==> src/rtl/vga_pkg.sv <==
// Shared definitions for the VGA test-pattern path: mode encodings, default geometry, colours.
// Mode sequencing depends on VGA_PATTERN_SCROLL_EN (adds MODE_SCROLL to the cycle).
package vga_pkg;

  typedef enum logic [1:0] {
    MODE_BARS    = 2'd0,
    MODE_CHECKER = 2'd1,
    MODE_GRID    = 2'd2,
    MODE_SCROLL  = 2'd3
  } mode_t;

  localparam int unsigned H_ACTIVE_DEFAULT = 640;
  localparam int unsigned V_ACTIVE_DEFAULT = 480;
  localparam int unsigned PIX_W            = 10;
  localparam int unsigned BAR_BITS         = 3;

  localparam logic [2:0] RGB_WHITE = 3'b111;
  localparam logic [2:0] RGB_BLACK = 3'b000;

  function automatic mode_t next_mode(input mode_t m);
    logic [1:0] t;
    t = m + 2'd1;
`ifdef VGA_PATTERN_SCROLL_EN
    next_mode = mode_t'(t);
`else
    next_mode = (m == MODE_GRID) ? MODE_BARS : mode_t'(t);
`endif
  endfunction

endpackage

==> src/rtl/vga_bar_counter.sv <==
// pix/bar counter pair: loadable, advances by STEP pixels, carries into bar at BAR_W, bar wraps at NUM_BARS.
// A load and an advance in the same cycle advance from the loaded value.
module vga_bar_counter
  import vga_pkg::*;
#(
  parameter int unsigned BAR_W    = 80,
  parameter int unsigned NUM_BARS = 8,
  parameter int unsigned STEP     = 1,
  parameter bit          OUT_NEXT = 1'b0
) (
  input  logic                clk,
  input  logic                rst,
  input  logic                load,
  input  logic [PIX_W-1:0]    load_pix,
  input  logic [BAR_BITS-1:0] load_bar,
  input  logic                adv,
  output logic [PIX_W-1:0]    pix,
  output logic [BAR_BITS-1:0] bar
);

  logic [PIX_W-1:0]    pix_q, cur_pix, next_pix;
  logic [BAR_BITS-1:0] bar_q, cur_bar, next_bar;
  logic [PIX_W:0]      sum;

  always_comb begin
    cur_pix  = load ? load_pix : pix_q;
    cur_bar  = load ? load_bar : bar_q;
    sum      = {1'b0, cur_pix} + (PIX_W+1)'(STEP);
    next_pix = cur_pix;
    next_bar = cur_bar;
    if (adv) begin
      if (sum >= (PIX_W+1)'(BAR_W)) begin
        next_pix = PIX_W'(sum - (PIX_W+1)'(BAR_W));
        next_bar = (cur_bar == BAR_BITS'(NUM_BARS-1)) ? '0 : cur_bar + 1'b1;
      end else begin
        next_pix = sum[PIX_W-1:0];
      end
    end
    // Start-state users need the post-update value; the line counter needs the current one.
    pix = OUT_NEXT ? next_pix : cur_pix;
    bar = OUT_NEXT ? next_bar : cur_bar;
  end

  always_ff @(posedge clk) begin
    if (rst) begin
      pix_q <= '0;
      bar_q <= '0;
    end else begin
      pix_q <= next_pix;
      bar_q <= next_bar;
    end
  end

endmodule

==> src/rtl/vga_pattern_gen.sv <==
// Runtime-switchable VGA test-pattern generator (bars, checker, grid, optional scrolling bars).
// Define VGA_PATTERN_SCROLL_EN to build the scroll mode and its per-frame start state.
module vga_pattern_gen
  import vga_pkg::*;
#(
  parameter int unsigned H_ACTIVE    = H_ACTIVE_DEFAULT,
  parameter int unsigned V_ACTIVE    = V_ACTIVE_DEFAULT,
  parameter int unsigned NUM_BARS    = 8,
  parameter int unsigned COLOR_BITS  = 1,
  parameter int unsigned CELL_SHIFT  = 5,
  parameter int unsigned SCROLL_STEP = 2,
  parameter logic        SYNC_IDLE   = 1'b1
) (
  input  logic                  clk,
  input  logic                  rst,
  input  logic [9:0]            x,
  input  logic [9:0]            y,
  input  logic                  valid,
  input  logic                  hsync,
  input  logic                  vsync,
  input  logic                  newline,
  input  logic                  newframe,
  input  logic                  mode_next,
  output logic [COLOR_BITS-1:0] r,
  output logic [COLOR_BITS-1:0] g,
  output logic [COLOR_BITS-1:0] b,
  output logic                  hs_out,
  output logic                  vs_out,
  output logic [1:0]            mode
);

  localparam int unsigned BAR_W = H_ACTIVE / NUM_BARS;
  localparam int unsigned K_MUL = 8 / NUM_BARS;

  if (NUM_BARS < 2 || NUM_BARS > 8 || (NUM_BARS & (NUM_BARS - 1)) != 0 ||
      (H_ACTIVE % NUM_BARS) != 0 || SCROLL_STEP >= BAR_W) begin : g_bad_cfg
    $error("vga_pattern_gen: unsupported parameter combination");
  end

  mode_t mode_q, pending, mode_eff;
  logic  mode_next_q, rise;

  assign rise     = mode_next & ~mode_next_q;
  assign mode_eff = newframe ? pending : mode_q;
  assign mode     = mode_q;

  always_ff @(posedge clk) begin
    if (rst) begin
      mode_q      <= MODE_BARS;
      pending     <= MODE_BARS;
      mode_next_q <= 1'b0;
    end else begin
      mode_next_q <= mode_next;
      if (newframe) mode_q  <= pending;
      if (rise)     pending <= next_mode(pending);
    end
  end

  logic [PIX_W-1:0]    line_load_pix, pix;
  logic [BAR_BITS-1:0] line_load_bar, bar;

`ifdef VGA_PATTERN_SCROLL_EN
  logic [PIX_W-1:0]    start_pix;
  logic [BAR_BITS-1:0] start_bar;
  logic                start_clear, start_adv;

  assign start_clear = newframe && (mode_q != MODE_SCROLL) && (pending == MODE_SCROLL);
  assign start_adv   = newframe && (mode_q == MODE_SCROLL) && (pending == MODE_SCROLL);

  vga_bar_counter #(
    .BAR_W(BAR_W), .NUM_BARS(NUM_BARS), .STEP(SCROLL_STEP), .OUT_NEXT(1'b1)
  ) u_start (
    .clk(clk), .rst(rst), .load(start_clear), .load_pix('0), .load_bar('0),
    .adv(start_adv), .pix(start_pix), .bar(start_bar)
  );

  assign line_load_pix = (mode_eff == MODE_SCROLL) ? start_pix : '0;
  assign line_load_bar = (mode_eff == MODE_SCROLL) ? start_bar : '0;
`else
  assign line_load_pix = '0;
  assign line_load_bar = '0;
`endif

  vga_bar_counter #(
    .BAR_W(BAR_W), .NUM_BARS(NUM_BARS), .STEP(1), .OUT_NEXT(1'b0)
  ) u_line (
    .clk(clk), .rst(rst), .load(newline), .load_pix(line_load_pix), .load_bar(line_load_bar),
    .adv(valid), .pix(pix), .bar(bar)
  );

  logic [2:0] k, bar_rgb, rgb;
  logic       checker_on, grid_on;

  always_comb begin
    k          = 3'(bar * K_MUL);
    bar_rgb    = {~k[2], ~k[0], ~k[1]};
    checker_on = x[CELL_SHIFT] ^ y[CELL_SHIFT];
    grid_on    = (x[CELL_SHIFT-1:0] == '0) || (y[CELL_SHIFT-1:0] == '0) ||
                 (x == 10'(H_ACTIVE - 1)) || (y == 10'(V_ACTIVE - 1));
    case (mode_eff)
      MODE_BARS:    rgb = bar_rgb;
      MODE_CHECKER: rgb = checker_on ? RGB_WHITE : RGB_BLACK;
      MODE_GRID:    rgb = grid_on ? RGB_WHITE : RGB_BLACK;
      default:      rgb = bar_rgb;
    endcase
    if (!valid) rgb = RGB_BLACK;
  end

  always_ff @(posedge clk) begin
    if (rst) begin
      r      <= '0;
      g      <= '0;
      b      <= '0;
      hs_out <= SYNC_IDLE;
      vs_out <= SYNC_IDLE;
    end else begin
      r      <= {COLOR_BITS{rgb[2]}};
      g      <= {COLOR_BITS{rgb[1]}};
      b      <= {COLOR_BITS{rgb[0]}};
      hs_out <= hsync;
      vs_out <= vsync;
    end
  end

endmodule
==> config.mk <==
export PLATFORM = sky130hd
export DESIGN_NAME = vga_pattern_gen
export DESIGN_NICKNAME = d
export VERILOG_FILES = /design/src/rtl/vga_pkg.sv /design/src/rtl/vga_bar_counter.sv /design/src/rtl/vga_pattern_gen.sv
export SDC_FILE = /design/constraint.sdc
export NUM_CORES = 1
export LEC_CHECK = 0
export ABC_AREA = 1
export ABC_CLOCK_PERIOD_IN_PS = 3490
export CAP_MARGIN = 40
export CORE_AREA = 3 3 71 73
export CTS_CLUSTER_DIAMETER = 50
export DETAILED_ROUTE_END_ITERATION = 10
export DIE_AREA = 0 0 74 76
export GPL_ROUTABILITY_DRIVEN = 0
export MAX_ROUTING_LAYER = met4
export PLACE_DENSITY = 0.55
export RECOVER_POWER = 25
export SLEW_MARGIN = 20
export SYNTH_ARGS = -nofsm -noshare
export SYNTH_HDL_FRONTEND = slang
export SYNTH_SLANG_ARGS = --single-unit
==> constraint.sdc <==
create_clock -name clk -period 3.49 [get_ports clk]
set_input_delay 0.349 -clock clk [delete_from_list [all_inputs] [get_ports clk]]
set_output_delay 0.349 -clock clk [all_outputs]
set_load 0.01 [all_outputs]
==> flow_metrics.tcl <==
set metrics [dict create \
    nNetsFinal 300 \
    swShare 0.264 \
    combPwrFrac 0.175 \
    period_needed_ns 2.49 \
    cts_tree "built" \
    fin_crit_sh 0.714 \
    ir_worst_vdd_uv 195 \
    path_clk_slew_ns 0.09 \
    numCtsBuffers 3 \
    dr.pass1.iters 4 \
    intPower_uw 405 \
    syn_nets 264 \
    p_seq_frac 0.504 \
    avgRoutedWirePerCell_um 11.3 \
    drt_iter0_drc 83 \
    htreeDepth 1 \
    setup_viol 0 \
    start_util 0.349 \
    p_leak_nw 0.996 \
    cp_slowest_cell "clkdlybuf4s50_1" \
    dpl.hpwl_mm 2.97 \
    netlist_instances 231 \
    post_cts_buffers 0 \
    antenna_left 0 \
    worstPathCellList "clkdlybuf4s50_1 -> inv_4 -> nand2_1 -> inv_1 -> ha_1 -> nand2_1 -> nor2_1 -> nand3_2 -> nand2_1 -> nand2_1 -> nor2_2 -> nand3_4 -> nand2_4 -> inv_2 -> nand3_1 -> nand2_1" \
    core_area_sq_um 4410 \
    syn_area_per_cell_sq_um 6.67 \
    cts_resized 0 \
    clock_sinks 23 \
    crit_top_cell "nand2_1" \
    netSwitchingPower_uw 145 \
    holdBufCountCts 0 \
    overflow 0 \
    io_pins 35 \
    antennaDiodeCount 0 \
    worstMarginPinSlew_ns 0.460 \
    root_buffer "clkbuf_8" \
    dp.cells 314 \
    antenna_found_initial 0 \
    worstSetupEndpointType "register" \
    drive_gt1_frac 0.0977 \
    stdcell_area_sq_um 1940 \
    netlist_area_sq_um 1540 \
    grt_max_degree 16 \
    grt_pass1_wl_mm 6.50 \
    fp.dieH_um 76 \
    grt_usage 0.148 \
    finalClockSkew_ns 0.00282 \
    hold_viol_final 0 \
    rows 24 \
    status "finished, final reports clean" \
    grt_pass1_vias 1476 \
    fmax_mhz 401 \
    ys_seq_elements 23 \
    setup-tns-final_ns 0 \
    arrival_ns 2.66 \
    finalPower_uw 551 \
    num-fill-cells 484 \
    dieArea_sq_um 5620 \
    hp-class "register to register" \
    vias_per_cell 4.64 \
    ctsLongestPathBuffers 2 \
    p_clk_frac 0.320 \
    drv_cap 0 \
    yosysWarnings 0 \
    dpl-instance-area_sq_um 1900 \
    ys_seq_area_frac 0.299 \
    finalMaxSlewViolations 0 \
    cp-start-kind "input port" \
    power.density_nw_per_um2 283 \
    port_buffers 34 \
    hold_ws_ns 0.511 \
    dr_total_vias 1474 \
    yosysUniqueCellTypes 29 \
    path_class "input port to register" \
    cp_max_fo 15 \
    drc_errors 0 \
    die_w_um 74 \
    routed_wl_mm 3.60 \
    cpPeakStageDelay_ns 0.50 \
    instances_no_fill 318 \
    clk_latency_ns 0.27 \
    rsz0062_at_grt "false" \
    max-slew-margin-rel 0.693 \
    area_growth_pct 26.1 \
    crit_required_ns 3.66 \
]
-- routing by layer --
layer,track usage,share of wire
met1,0.182,0.45
met2,0.232,0.49
met3,0.0343,0.044
met4,0.0525,0.015
met5,-,0
-- cells in the final DEF (no fill, tap or decap), drive strengths merged, types with 7 or more instances in the layout --
cell	Yosys	final
a21oi	8	8
clkdlybuf4s50	0	33
dfxtp	23	23
inv	38	38
nand2	71	71
nand3	23	23
nand4	7	7
nor2	30	30
o21ai	8	8
-- metrics by stage --
stage / util / worst slack, ns
2_1_floorplan: - / 1.47
3_3_place_gp: 0.429 / 0.791
3_5_place_dp: 0.429 / 0.716
4_1_cts: 0.440 / 1.01
5_1_grt: 0.440 / 0.784
6_report: 0.440 / 0.999
-- cell usage after synthesis (all sizes together) --
library cell,instances,area share
nor3,3,0.0097
o22ai,2,0.0081
nor2,30,0.093
a211oi,2,0.0097
or2,2,0.0081
nand2,71,0.19
buf,1,0.0097
nor4,1,0.0041
nand3,23,0.089
o21ai,8,0.033
xor2,5,0.028
inv,38,0.094
bufbuf,1,0.021
a21oi,8,0.028
clkbuf,1,0.0024
ha,5,0.041
nand4,7,0.028
dfxtp,23,0.30
-- flip-flops by register name, summed over array words and instances, names as in the netlist --
signal        flops
mode              2
r                 1
g                 1
pending           2
mode_next_q       1
b                 1
u_line.bar_q      3
vs_out            1
u_line.pix_q     10
hs_out            1
-- final cells by class --
cell class / instances / area [sq um] / share of cell area
Timing Repair Buffer: 34 / 340 / 0.175
Tap cell: 52 / 65.1 / 0.0335
Clock buffer: 3 / 41.3 / 0.0212
Multi-Input combinational cell: 167 / 885 / 0.455
Sequential cell: 23 / 460 / 0.237
Clock inverter: 1 / 7.51 / 0.00386
Inverter: 38 / 145 / 0.0746
-- power groups by stage --
| stage | clock [mW] | combinational (mW) | sequential (mW) |
|---|---|---|---|
| after floorplan | 0 | 0.0477 | 0.286 |
| after global placement | 0 | 0.0979 | 0.284 |
| after detailed placement | 0 | 0.0977 | 0.284 |
| after CTS | 0.185 | 0.0983 | 0.278 |
| after global routing | 0.197 | 0.109 | 0.279 |
| final | 0.176 | 0.0965 | 0.278 |
-- critical path: cells and delay by family --
| family | cells | cell delay, ns |
|---|---|---|
| and+or+nand+nor | 11 | 1.25 |
| adders and majority gates | 1 | 0.21 |
| buffers and inverters | 4 | 0.86 |
-- cells by family after synthesis --
logic type / share of synthesized area
AND/OR/NAND/NOR: 0.425
buffers and inverters: 0.127
flip-flops: 0.299
AO/OA/AOI/OAI: 0.0795
XOR/XNOR: 0.0284
adder cells (fa/ha/maj): 0.0406
-- path summary, 6_finish.rpt --
check	start	to	cells past startpoint	slack, ns
setup / recovery	newline	u_line.pix_q[8]$_SDFF_PP0_	16	1.0
hold / removal	pending[0]$_SDFFE_PP0P_	pending[0]$_SDFFE_PP0P_	2	0.51
setup reg to reg	u_line.pix_q[0]$_SDFF_PP0_	u_line.pix_q[8]$_SDFF_PP0_	14	1.49
hold reg to reg	pending[0]$_SDFFE_PP0P_	pending[0]$_SDFFE_PP0P_	2	0.51
Power figures use the tool's default switching activity.
